### src/rtl/lc3_regfile_if.sv
// lc3_regfile_if: bundles the register file's write, condition-code and read-port signals
interface lc3_regfile_if #(
   parameter int NREG     = 8,
   parameter int SELSIZE  = 3,
   parameter int DATASIZE = 16
);
   logic                     ld_reg;
   logic [SELSIZE-1:0]       dr;
   logic [DATASIZE-1:0]      bus_in;
   logic                     ld_cc;
   logic [SELSIZE-1:0]       sr1;
   logic [SELSIZE-1:0]       sr2;
   logic [DATASIZE-1:0]      sr1_out;
   logic [DATASIZE-1:0]      sr2_out;
   logic [DATASIZE*NREG-1:0] regs_flat;
   logic                     n;
   logic                     z;
   logic                     p;
   modport master (
      output ld_reg, dr, bus_in, ld_cc, sr1, sr2,
      input  sr1_out, sr2_out, regs_flat, n, z, p
   );
   modport slave (
      input  ld_reg, dr, bus_in, ld_cc, sr1, sr2,
      output sr1_out, sr2_out, regs_flat, n, z, p
   );
endinterface

### src/rtl/lc3_regfile.sv
// lc3_regfile: NREG-entry register file with decoded write, N/Z/P codes and two combinational read ports
module lc3_regfile #(
   parameter int NREG     = 8,
   parameter int SELSIZE  = 3,
   parameter int DATASIZE = 16
) (
   input logic         clk,
   input logic         rst_n,
   lc3_regfile_if.slave rf
);
   logic [NREG-1:0][DATASIZE-1:0] r_regs;
   logic                          r_n;
   logic                          r_z;
   logic                          r_p;
   logic [DATASIZE-1:0]           w_sr1;
   logic [DATASIZE-1:0]           w_sr2;
   // decode dr into a one-hot load; selects with no matching register write nothing
   always_ff @(posedge clk or negedge rst_n) begin
      if (!rst_n) r_regs <= '0;
      else for (int i = 0; i < NREG; i++)
         if (rf.ld_reg && rf.dr == SELSIZE'(i)) r_regs[i] <= rf.bus_in;
   end
   // condition codes follow the bus value, not the written register
   always_ff @(posedge clk or negedge rst_n) begin
      if (!rst_n) {r_n, r_z, r_p} <= 3'b010;
      else if (rf.ld_cc) begin
         r_n <= rf.bus_in[DATASIZE-1];
         r_z <= rf.bus_in == '0;
         r_p <= !rf.bus_in[DATASIZE-1] && rf.bus_in != '0;
      end
   end
   // read muxes; unmatched selects fall through to zero
   always_comb begin
      w_sr1 = '0;
      w_sr2 = '0;
      for (int i = 0; i < NREG; i++) begin
         w_sr1 = rf.sr1 == SELSIZE'(i) ? r_regs[i] : w_sr1;
         w_sr2 = rf.sr2 == SELSIZE'(i) ? r_regs[i] : w_sr2;
      end
   end
   assign rf.sr1_out   = w_sr1;
   assign rf.sr2_out   = w_sr2;
   assign rf.regs_flat = r_regs;
   assign rf.n         = r_n;
   assign rf.z         = r_z;
   assign rf.p         = r_p;
endmodule

### src/flat_wrapper.sv
// flat-port wrapper written by rule: the top's interface ports become plain ports
module lc3_regfile_flat 
#(
   parameter int NREG     = 8,
   parameter int SELSIZE  = 3,
   parameter int DATASIZE = 16
)
  (clk, rst_n, rf_ld_reg, rf_dr, rf_bus_in, rf_ld_cc, rf_sr1, rf_sr2, rf_sr1_out, rf_sr2_out, rf_regs_flat, rf_n, rf_z, rf_p);
  lc3_regfile_if #(.NREG(NREG), .SELSIZE(SELSIZE), .DATASIZE(DATASIZE)) rf_i ();
  input logic clk;
  input logic rst_n;
  input wire logic [$bits(rf_i.ld_reg)-1:0] rf_ld_reg;
  input wire logic [$bits(rf_i.dr)-1:0] rf_dr;
  input wire logic [$bits(rf_i.bus_in)-1:0] rf_bus_in;
  input wire logic [$bits(rf_i.ld_cc)-1:0] rf_ld_cc;
  input wire logic [$bits(rf_i.sr1)-1:0] rf_sr1;
  input wire logic [$bits(rf_i.sr2)-1:0] rf_sr2;
  output wire logic [$bits(rf_i.sr1_out)-1:0] rf_sr1_out;
  output wire logic [$bits(rf_i.sr2_out)-1:0] rf_sr2_out;
  output wire logic [$bits(rf_i.regs_flat)-1:0] rf_regs_flat;
  output wire logic [$bits(rf_i.n)-1:0] rf_n;
  output wire logic [$bits(rf_i.z)-1:0] rf_z;
  output wire logic [$bits(rf_i.p)-1:0] rf_p;
  assign rf_i.ld_reg = rf_ld_reg;
  assign rf_i.dr = rf_dr;
  assign rf_i.bus_in = rf_bus_in;
  assign rf_i.ld_cc = rf_ld_cc;
  assign rf_i.sr1 = rf_sr1;
  assign rf_i.sr2 = rf_sr2;
  assign rf_sr1_out = rf_i.sr1_out;
  assign rf_sr2_out = rf_i.sr2_out;
  assign rf_regs_flat = rf_i.regs_flat;
  assign rf_n = rf_i.n;
  assign rf_z = rf_i.z;
  assign rf_p = rf_i.p;
  lc3_regfile #(.NREG(NREG), .SELSIZE(SELSIZE), .DATASIZE(DATASIZE)) u_core (.clk(clk), .rst_n(rst_n), .rf(rf_i));
endmodule
### config.mk
export PLATFORM = sky130hd
export DESIGN_NAME = lc3_regfile_flat
export DESIGN_NICKNAME = d
export VERILOG_FILES = /design/src/rtl/lc3_regfile_if.sv /design/src/rtl/lc3_regfile.sv /design/src/flat_wrapper.sv
export SDC_FILE = /design/constraint.sdc
export NUM_CORES = 1
export LEC_CHECK = 0
export CAP_MARGIN = 20
export CORE_ASPECT_RATIO = 0.9
export CORE_UTILIZATION = 49
export CTS_CLUSTER_SIZE = 28
export DETAILED_ROUTE_END_ITERATION = 12
export GPL_TIMING_DRIVEN = 0
export PLACE_DENSITY_LB_ADDON = 0.1
export SYNTH_ARGS = -nofsm -noshare
export SYNTH_HDL_FRONTEND = slang
export SYNTH_SLANG_ARGS = --single-unit
### constraint.sdc
create_clock -name clk -period 1.75 [get_ports clk]
set_input_delay 0.2625 -clock clk [delete_from_list [all_inputs] [get_ports clk]]
set_output_delay 0.2625 -clock clk [all_outputs]
set_load 0.05 [all_outputs]
==> flow_summary.yaml, run 1 <==
detailed_routing:
  antenna_violating_nets_post_route: 0
  wire_per_inst_um: 27.9
  detail_route.drc_violations: 0
  dr_total_vias: 6895
  dr.pass1.iters: 5
  detail_route.wirelength_mm: 28.5
  dr.first_iter.drc_count: 699
  viasPerCell: 6.75
logic_synthesis:
  flip_flop_and_latch_count_after_synthesis: 131
  netlist_top_cells_area: "sky130_fd_sc_hd__dfrtp_1 (45%), sky130_fd_sc_hd__mux2_2 (19%), sky130_fd_sc_hd__mux4_2 (5.3%), sky130_fd_sc_hd__a211o_1 (3.5%), sky130_fd_sc_hd__a22o_1 (3.1%)"
  postSynth.asyncResetShare_pct: 100
  postSynth.topFlopCell: "sky130_fd_sc_hd__dfrtp_1"
  synth_area_per_cell_um2: 12.5
  synthDistinctLibCells: 41
  synth_sequential_area_ratio_pct: 45.7
  post-synth-top-area-fraction_pct: 45.3
  postSynthNetCount: 604
  synth.largest_area_cell: "sky130_fd_sc_hd__dfrtp_1"
  syn-cell-area_um2: 7180
  total_of_warnings_raised_by_yosys: 0
  number_of_flops_mapped_to_enable_cells_by_yosys: 0
  post_synthesis_cells: 575
worst_setup_path:
  worst-path-max-fanout: 2
  critical_path_class: "flop to output port"
  critPathArrivalTime_ns: 1.85
  cp-end-kind: "output port"
  startpoint_type: "flop"
  required_ns: 1.49
grt:
  grt_overflow_total: 0
  grt_antenna_before_repair: 1
  grt_start_max_net_pins: 89
  via_count_of_the_first_global_routing_pass: 7028
  grtUsageTotal_pct: 38.6
  grt_pass1_wl_mm: 41.3
sta:
  worst_clock_skew_ns: 0
  final.setup.tns_ns: -6.22
  finalSetupViolations: 33
  hold_viol_final: 0
  final-max-slew-violation-count: 0
  worst-slew-pin-transition_ns: 0.694
  rsz0062_at_grt: "yes"
  post-route-period-util_pct: 121
  final.setup.worst_slack_ns: -0.364
  clock.fmax_mhz: 473
  period_minus_slack_ns: 2.11
  slew_margin_rel_pct: 53.6
cells_and_area:
  design_area_um2: 10900
  final_util_pct: 76.7
  filler_cell_count_in_the_final_layout: 921
  layout_common_cells: "sky130_fd_sc_hd__mux2_2 (124), sky130_fd_sc_hd__dlygate4sd2_1 (121), sky130_fd_sc_hd__dfrtp_1 (115), sky130_fd_sc_hd__buf_6 (50), sky130_fd_sc_hd__buf_4 (49)"
  layout-area-overhead-vs-synth_pct: 51.2
  commonest_non_fill_non_tap_cell_in_the_layout: "sky130_fd_sc_hd__mux2_2"
  drive_above_1_share_pct: 48.6
  nNetsFinal: 844
outcome:
  violations: "negative setup slack"
  status: "complete, but fails checks"
clocking:
  h_tree_levels: 4
  clkLatencyLatePin_ns: 0.42
  tritoncts.num_buffers: 17
  cts.clk_slew.worst_paths_ns: 0.06
  cts.root.buffer_cell: "sky130_fd_sc_hd__clkbuf_16"
  cts.sinks: 131
  clk_path_buf_depth: 2
  tritoncts: "built"
place:
  dp_hpwl_mm: 18.2
  pre_cts_ws_ns: -1.74
  io_buffers: 183
  placed_cell_area_um2: 9640
  gp_congestion: 0.897
pwr:
  cellPowerDensity_nw_per_um2: 1380
  irDropWorstVdd_uv: 1030
  power_uw: 15000
  leakage_uw: 0.00470
floorplanning:
  core_area_um2: 14200
  rows: 41
  pin_count: 192
  floorplan.die.height_um: 117
  die_width_um: 130
  initial_utilization_pct: 50.7
  die_area_um2: 15100
flow_run:
  max_cap_viol_count: 0
hold_path:
  worst_hold_path_type: "input pin to async pin"
-- kinds of logic after synthesis --
kind of cell | synth area share, %
buffers and inverters | 4.41
and+or+nand+nor | 5.11
muxes | 26.5
DFF | 45.7
AOI/OAI and AO/OA | 18.3
-- Yosys cell counts (all sizes together) (12+ instances only) --
master	number
dfrtp	130
mux2	125
buf	34
o21ai	34
a211o	29
o211ai	29
a211oi	26
a22o	25
a21oi	17
clkbuf	17
mux4	17
nor2b	16
o22ai	12
-- cell type report --
cell class / count / area [um2] / share of cell area (%)
Sequential cell: 131 / 3300 / 30.4
Antenna cell: 1 / 2.50 / 0.0230
Timing Repair Buffer: 221 / 2030 / 18.7
Clock buffer: 27 / 523 / 4.82
Buffer: 51 / 462 / 4.25
Inverter: 8 / 33.8 / 0.311
Multi-Input combinational cell: 385 / 4220 / 38.9
Tap cell: 193 / 241 / 2.22
Clock inverter: 4 / 45.0 / 0.415
-- state kept, by name (all words and copies together) (netlist names) --
signal and cells:
u_core.rf.n 1, u_core.rf.regs_flat 128, u_core.rf.z 1, u_core.rf.p 1
-- layer usage --
layer / vias to the layer above / part of all wire (%) / global-route usage, %
met1: 3469 / 37 / 47.4
met4: 0 / 5.0 / 20.4
li1: 2737 / - / -
met5: - / 0 / 0
met2: 547 / 45 / 59.6
met3: 142 / 13 / 14.5
-- repair_timing --
item	4_1_cts	5_1_grt
hold buffers	1	0
setup endpoints to repair	163	37
endpoints found under the hold margin	42	0
resized for setup	475	52
setup buffers	17	19
pin swaps	33	20
-- report_power, final --
part | switching (uW) | leakage (uW) | internal, uW | total (uW)
Combinational | 4540 | 0.00286 | 2470 | 7010
Clock | 1290 | 0.000283 | 2170 | 3460
Sequential | 841 | 0.00156 | 3700 | 4550
Total | 6670 | 0.00470 | 8340 | 15000
-- worst max-delay path, cell delays in order (launching register included) --
cell,delay [ns]
sky130_fd_sc_hd__dfrtp_2,0.42
sky130_fd_sc_hd__or2_4,0.22
sky130_fd_sc_hd__mux4_2,0.48
sky130_fd_sc_hd__o2bb2ai_4,0.15
sky130_fd_sc_hd__buf_6,0.16
-- stage by stage --
stage | hold slack [ns] | instances
CTS | 0.326 | 1001
finish | 0.331 | 1021
detailed placement | 0.212 | 952
global route | 0.332 | 1021
floorplan | -0.0331 | 575
global placement | 0.455 | 951
-- path summary, 6_finish.rpt --
kind | from | to | slack, ns | depth (start not counted)
setup / recovery | u_core.rf.regs_flat[28]$_DFFE_PN0P_ | rf_sr1_out[12] | -0.36 | 4
hold / removal | rst_n | u_core.rf.regs_flat[86]$_DFFE_PN0P_ | 0.33 | 2
setup reg to reg | u_core.rf.regs_flat[119]$_DFFE_PN0P_ | u_core.rf.regs_flat[119]$_DFFE_PN0P_ | 0.73 | 3
hold reg to reg | u_core.rf.z$_DFFE_PN1P_ | u_core.rf.z$_DFFE_PN1P_ | 0.47 | 2
max in group asynchronous | rst_n | u_core.rf.regs_flat[78]$_DFFE_PN0P_ | 0.60 | 3
min in group clk | rf_dr[1] | u_core.rf.regs_flat[2]$_DFFE_PN0P_ | 0.33 | 3
Note: power is estimated with default switching activity, not from simulation.
==> run 2: changes to the inputs <==
- CORE_MARGIN: default -> 2
==> run 2 against run 1 <==
The flow still finishes with violations (negative setup slack). Count of clock-buffer cells in the layout fell by 7. Global-route usage fell by 1.7 points. Utilization rose by 1.9 points. Final area rose by 2.5%. Clock power rose by 12%. Register-to-register slack got worse by 0.06 ns. Non-clock buffer count rose by 33. Setup slack got worse by 0.034 ns. Largest power group unchanged.
==> flow_summary.yaml, run 2 (synthesized netlist as in run 1, its figures left out) <==
cells_and_area:
  layout-area-overhead-vs-synth_pct: 55.0
  nNetsFinal: 877
  finalNonFillerCells: 1054
  layout_common_cells: "sky130_fd_sc_hd__mux2_2 (124), sky130_fd_sc_hd__dfrtp_1 (116), sky130_fd_sc_hd__dlygate4sd2_1 (106), sky130_fd_sc_hd__buf_4 (90), sky130_fd_sc_hd__buf_6 (50)"
  flip_flop_count_of_the_largest_register_after_layout: 128
  drive_above_1_share_pct: 51.7
  final_util_pct: 78.6
  design_area_um2: 11100
  n_antenna_cell: 0
  commonest_non_fill_non_tap_cell_in_the_layout: "sky130_fd_sc_hd__mux2_2"
clocking:
  clkLatencyLatePin_ns: 0.44
  cts.clk_slew.worst_paths_ns: 0.06
  tritoncts: "built"
  tritoncts.num_buffers: 17
  cts.root.buffer_cell: "sky130_fd_sc_hd__clkbuf_16"
  h_tree_levels: 4
  clk_path_buf_depth: 2
  cts.sinks: 131
worst_setup_path:
  critPathArrivalTime_ns: 1.89
  worst-path-max-fanout: 2
  startpoint_type: "flop"
  cp-end-kind: "output port"
  critical_path_class: "flop to output port"
  required_ns: 1.49
floorplanning:
  pin_count: 192
  die_width_um: 132
  core_area_um2: 14200
  floorplan.die.height_um: 119
  initial_utilization_pct: 50.7
  rows: 41
  die_area_um2: 15600
grt:
  grtUsageTotal_pct: 36.9
  grt_start_max_net_pins: 100
  grt_antenna_before_repair: 0
  grt_overflow_total: 0
  grt_pass1_wl_mm: 43.0
  via_count_of_the_first_global_routing_pass: 7071
sta:
  post-route-period-util_pct: 123
  hold_viol_final: 0
  rsz0062_at_grt: "yes"
  finalSetupViolations: 34
  final.setup.worst_slack_ns: -0.398
  period_minus_slack_ns: 2.15
  clock.fmax_mhz: 465
  worst_clock_skew_ns: 0
  final-max-slew-violation-count: 0
  worst-slew-pin-transition_ns: 0.687
  slew_margin_rel_pct: 54.0
place:
  dpl.cell_count: 952
  dp_hpwl_mm: 18.1
  placed_cell_area_um2: 9640
  gp_congestion: 0.908
  io_buffers: 183
detailed_routing:
  wire_per_inst_um: 28.2
  detail_route.drc_violations: 0
  viasPerCell: 6.79
  dr.pass1.iters: 6
  dr_total_vias: 7153
  detail_route.wirelength_mm: 29.7
  antenna_violating_nets_post_route: 0
  dr.first_iter.drc_count: 842
outcome:
  status: "complete, but fails checks"
  violations: "negative setup slack"
pwr:
  cellPowerDensity_nw_per_um2: 1410
  irDropWorstVdd_uv: 921
  leakage_uw: 0.00486
  power_uw: 15700
flow_run:
  max_cap_viol_count: 0
hold_path:
  worst_hold_path_type: "input pin to async pin"
-- run 2: changes by cell type in the layout (fill, tap and decap cells not counted), sizes merged --
cell | before | now
clkdlybuf4s15 | 5 | 9
bufinv | 1 | 4
clkinvlp | 1 | 3
inv | 7 | 8
dlygate4sd2 | 121 | 106
diode | 1 | 0
buf | 112 | 154
clkbuf | 42 | 37
clkinv | 3 | 5
-- run 2: repair_timing --
action                                  CTS  global route
gates resized for setup                 470            58
hold buffers                              1             0
pin swaps                                36            13
endpoints found under the hold margin    32             0
endpoints found under the setup margin  163            37
setup buffers                            21            48
cloned                                    0             0
-- run 2: worst paths after layout --
check                                                    startpoint                             endpoint  slack [ns]  cells past startpoint
worst max-delay path            u_core.rf.regs_flat[20]$_DFFE_PN0P_                        rf_sr1_out[4]       -0.40                      4
worst min-delay path                                          rst_n  u_core.rf.regs_flat[54]$_DFFE_PN0P_        0.28                      2
worst max register to register  u_core.rf.regs_flat[77]$_DFFE_PN0P_  u_core.rf.regs_flat[77]$_DFFE_PN0P_        0.67                      3
worst min register to register              u_core.rf.z$_DFFE_PN1P_              u_core.rf.z$_DFFE_PN1P_        0.47                      2
max in group asynchronous                                     rst_n  u_core.rf.regs_flat[95]$_DFFE_PN0P_        0.58                      3
min in group clk                                           rf_dr[1]  u_core.rf.regs_flat[31]$_DFFE_PN0P_        0.32                      3
-- run 2: worst max-delay path, cell delays in order (launching register included) --
cell                        delay (ns)
sky130_fd_sc_hd__dfrtp_2          0.41
sky130_fd_sc_hd__or2_4            0.22
sky130_fd_sc_hd__mux4_2           0.50
sky130_fd_sc_hd__o2bb2ai_4        0.15
sky130_fd_sc_hd__buf_6            0.16
-- run 2: layer usage --
metal	share of wire (%)	wire length (um)	GRT usage, %	up-vias
met5	0	0	0	-
met4	5.1	1520	17.3	0
met3	13	3710	12.6	150
met2	45	13400	56.1	616
met1	37	11000	47.6	3587
li1	-	-	-	2800
-- run 2: report_power, final --
group | internal [uW] | leakage, uW | total [uW] | switching [uW]
logic | 2660 | 0.00300 | 7320 | 4650
clock network | 2420 | 0.000301 | 3860 | 1440
registers | 3700 | 0.00156 | 4500 | 803
-- run 2: area by class of cell --
class / instances / area, um2
clock inverter: 12 / 180
timing repair buffer: 254 / 2290
multi-input combinational: 385 / 4180
fill: 898 / 3030
sequential: 131 / 3300
buffer: 51 / 449
tap: 193 / 241
inverter: 8 / 33.8
clock buffer: 20 / 447
-- run 2: through the flow --
stage | worst slack (ns) | TNS (ns) | hold slack (ns)
2_1_floorplan | -0.139 | -0.139 | -0.0331
3_3_place_gp | -5.17 | -658.28 | 0.456
3_5_place_dp | -1.73 | -46.60 | 0.168
4_1_cts | -0.377 | -5.95 | 0.298
5_1_grt | -0.408 | -7.31 | 0.312
6_report | -0.398 | -6.60 | 0.276
==> run 3: changes to the inputs <==
- CELL_PAD_IN_SITES_DETAIL_PLACEMENT: default -> 2
- CELL_PAD_IN_SITES_GLOBAL_PLACEMENT: default -> 2
- CORE_UTILIZATION: 49 -> 32
- MAX_ROUTING_LAYER: default -> met4
==> run 3 against run 2 <==
The run still ends with negative setup slack left. Sequential cell count did not move. Setup slack got worse by 0.0010 ns. Non-clock buffer count did not move. Count of clock-buffer cells in the layout rose by 2. Clock power fell by 6.0%. Final area rose by 2.0%. Combinational power rose by 3%. Sequential power rose by 2%. Clock skew did not move. Cell count rose by 9.3%. Critical endpoint unchanged. Largest power group unchanged.
==> flow_summary.yaml, run 3 (synthesized netlist as in run 1, its figures left out) <==
cells_and_area:
  filler_cell_count_in_the_final_layout: 2111
  design_area_um2: 11300
  multi_input_area_um2: 4250
  layout_common_cells: "sky130_fd_sc_hd__mux2_2 (124), sky130_fd_sc_hd__dlygate4sd2_1 (105), sky130_fd_sc_hd__dfrtp_1 (105), sky130_fd_sc_hd__buf_4 (88), sky130_fd_sc_hd__buf_6 (45)"
  drive_above_1_share_pct: 54.1
  nNetsFinal: 877
  n_antenna_cell: 0
  finalNonFillerCells: 1152
  commonest_non_fill_non_tap_cell_in_the_layout: "sky130_fd_sc_hd__mux2_2"
  final-seq-area_um2: 3310
  flip_flop_count_of_the_largest_register_after_layout: 128
  layout-area-overhead-vs-synth_pct: 58.1
sta:
  finalSetupViolations: 33
  worst-slew-pin-transition_ns: 0.712
  worst_clock_skew_ns: 0
  rsz0062_at_grt: "yes"
  post-route-period-util_pct: 123
  slew_margin_rel_pct: 52.4
  final.setup.worst_slack_ns: -0.399
  period_minus_slack_ns: 2.15
  final.setup.tns_ns: -6.78
  final-max-slew-violation-count: 0
  hold_viol_final: 0
  clock.fmax_mhz: 465
  whs_ns: 0.300
floorplanning:
  initial_utilization_pct: 32.9
  die_area_um2: 23600
  rows: 51
  pin_count: 192
  die_width_um: 162
  core_area_um2: 21800
  floorplan.die.height_um: 146
place:
  placed_cell_area_um2: 9770
  dpl.cell_count: 1050
  pre_cts_ws_ns: -1.85
  dp_hpwl_mm: 23.0
  io_buffers: 183
  gp_congestion: 0.906
worst_setup_path:
  cp_top_family: "multiplexers"
  critical_path_cell_count: 4
  cp-end-kind: "output port"
  critical_path_class: "flop to output port"
  worstReg2RegStart: "u_core.rf.regs_flat[80]$_DFFE_PN0P_"
  required_ns: 1.49
  slowest_delay_ns: 0.49
  crit_chain: "or2_4 > mux4_2 > o2bb2ai_4 > buf_6"
  worst-path-max-fanout: 2
  cpMaxStageDelayCell: "sky130_fd_sc_hd__mux4_2"
  startpoint_type: "flop"
  crit_buf_inv: 1
  timing.reg2reg.worst_path_depth: 3
  startpoint: "u_core.rf.regs_flat[4]$_DFFE_PN0P_"
  critPathArrivalTime_ns: 1.89
outcome:
  violations: "negative setup slack"
  status: "complete, but fails checks"
clocking:
  clkLatencyLatePin_ns: 0.42
  h_tree_levels: 4
  cts.root.buffer_cell: "sky130_fd_sc_hd__clkbuf_16"
  clk_path_buf_depth: 2
  tritoncts.num_buffers: 17
  cts.clk_slew.worst_paths_ns: 0.06
  tritoncts: "built"
  cts.sinks: 131
detailed_routing:
  dr_total_vias: 6876
  detail_route.drc_violations: 0
  dr.pass1.iters: 5
  antenna_violating_nets_post_route: 0
  dr.first_iter.drc_count: 504
  viasPerCell: 5.97
  detail_route.wirelength_mm: 36.8
  wire_per_inst_um: 32.0
grt:
  grt_overflow_total: 0
  grtUsageTotal_pct: 30.5
  grt_antenna_before_repair: 0
  via_count_of_the_first_global_routing_pass: 7288
  grt_pass1_wl_mm: 51.0
  grt_start_max_net_pins: 97
pwr:
  leakage_uw: 0.00488
  cellPowerDensity_nw_per_um2: 1390
  irDropWorstVdd_uv: 633
flow_run:
  max_cap_viol_count: 0
hold_path:
  worst_hold_path_type: "input pin to async pin"
==> run 3: path summary, 6_finish.rpt <==
| path | end | slack [ns] |
|---|---|---|
| worst max register to register | u_core.rf.regs_flat[80]$_DFFE_PN0P_ | 0.68 |
| worst max-delay path | rf_sr1_out[4] | -0.40 |
| worst min register to register | u_core.rf.z$_DFFE_PN1P_ | 0.49 |
| max in group asynchronous | u_core.rf.regs_flat[95]$_DFFE_PN0P_ | 0.58 |
| worst min-delay path | u_core.rf.regs_flat[6]$_DFFE_PN0P_ | 0.30 |
| min in group clk | u_core.rf.regs_flat[20]$_DFFE_PN0P_ | 0.34 |
==> run 3: timing repair <==
| item | CTS | global route |
|---|---|---|
| buffers inserted | 27 | 42 |
| gates resized for setup | 519 | 64 |
| endpoints found under the setup margin | 164 | 40 |
| endpoints found under the hold margin | 35 | 0 |
| pin swaps | 26 | 18 |
| hold buffers | 1 | 0 |
==> run 3: layout make-up <==
class,count,area share [%]
plain buffers,51,4.66
clock buffers,22,4.18
clock inverters,10,0.937
inverters,8,0.320
multi-input cells,385,37.4
flip-flops and latches,131,29.2
well taps,291,3.21
repair buffers,254,20.1
==> run 3: metrics by stage <==
| stage | total power (uW) | utilization, % |
|---|---|---|
| finish | 15700 | 52.0 |
| global route | 16200 | 52.0 |
| CTS | 15200 | 50.4 |
| detailed placement | 11500 | 44.7 |
| global placement | 11300 | 44.6 |
| floorplan | 8950 | - |
==> run 3: routing by layer <==
metal  vias to the layer above  share of wire, %  GRT usage [%]  routed length (um)
met4                         0               2.7           8.36                 979
met5                         -                 0              -                   0
met2                       360                48           48.2               17700
li1                       2794                 -              -                   -
met1                      3650                43           40.4               15700
met3                        72               6.6           5.45                2440
==> run 3: report_power, final <==
part           internal, uW  switching [uW]  leakage, uW
clock                  2200            1430     0.000289
combinational          2690            4820      0.00304
sequential             3710             869      0.00155
total                  8600            7120      0.00488
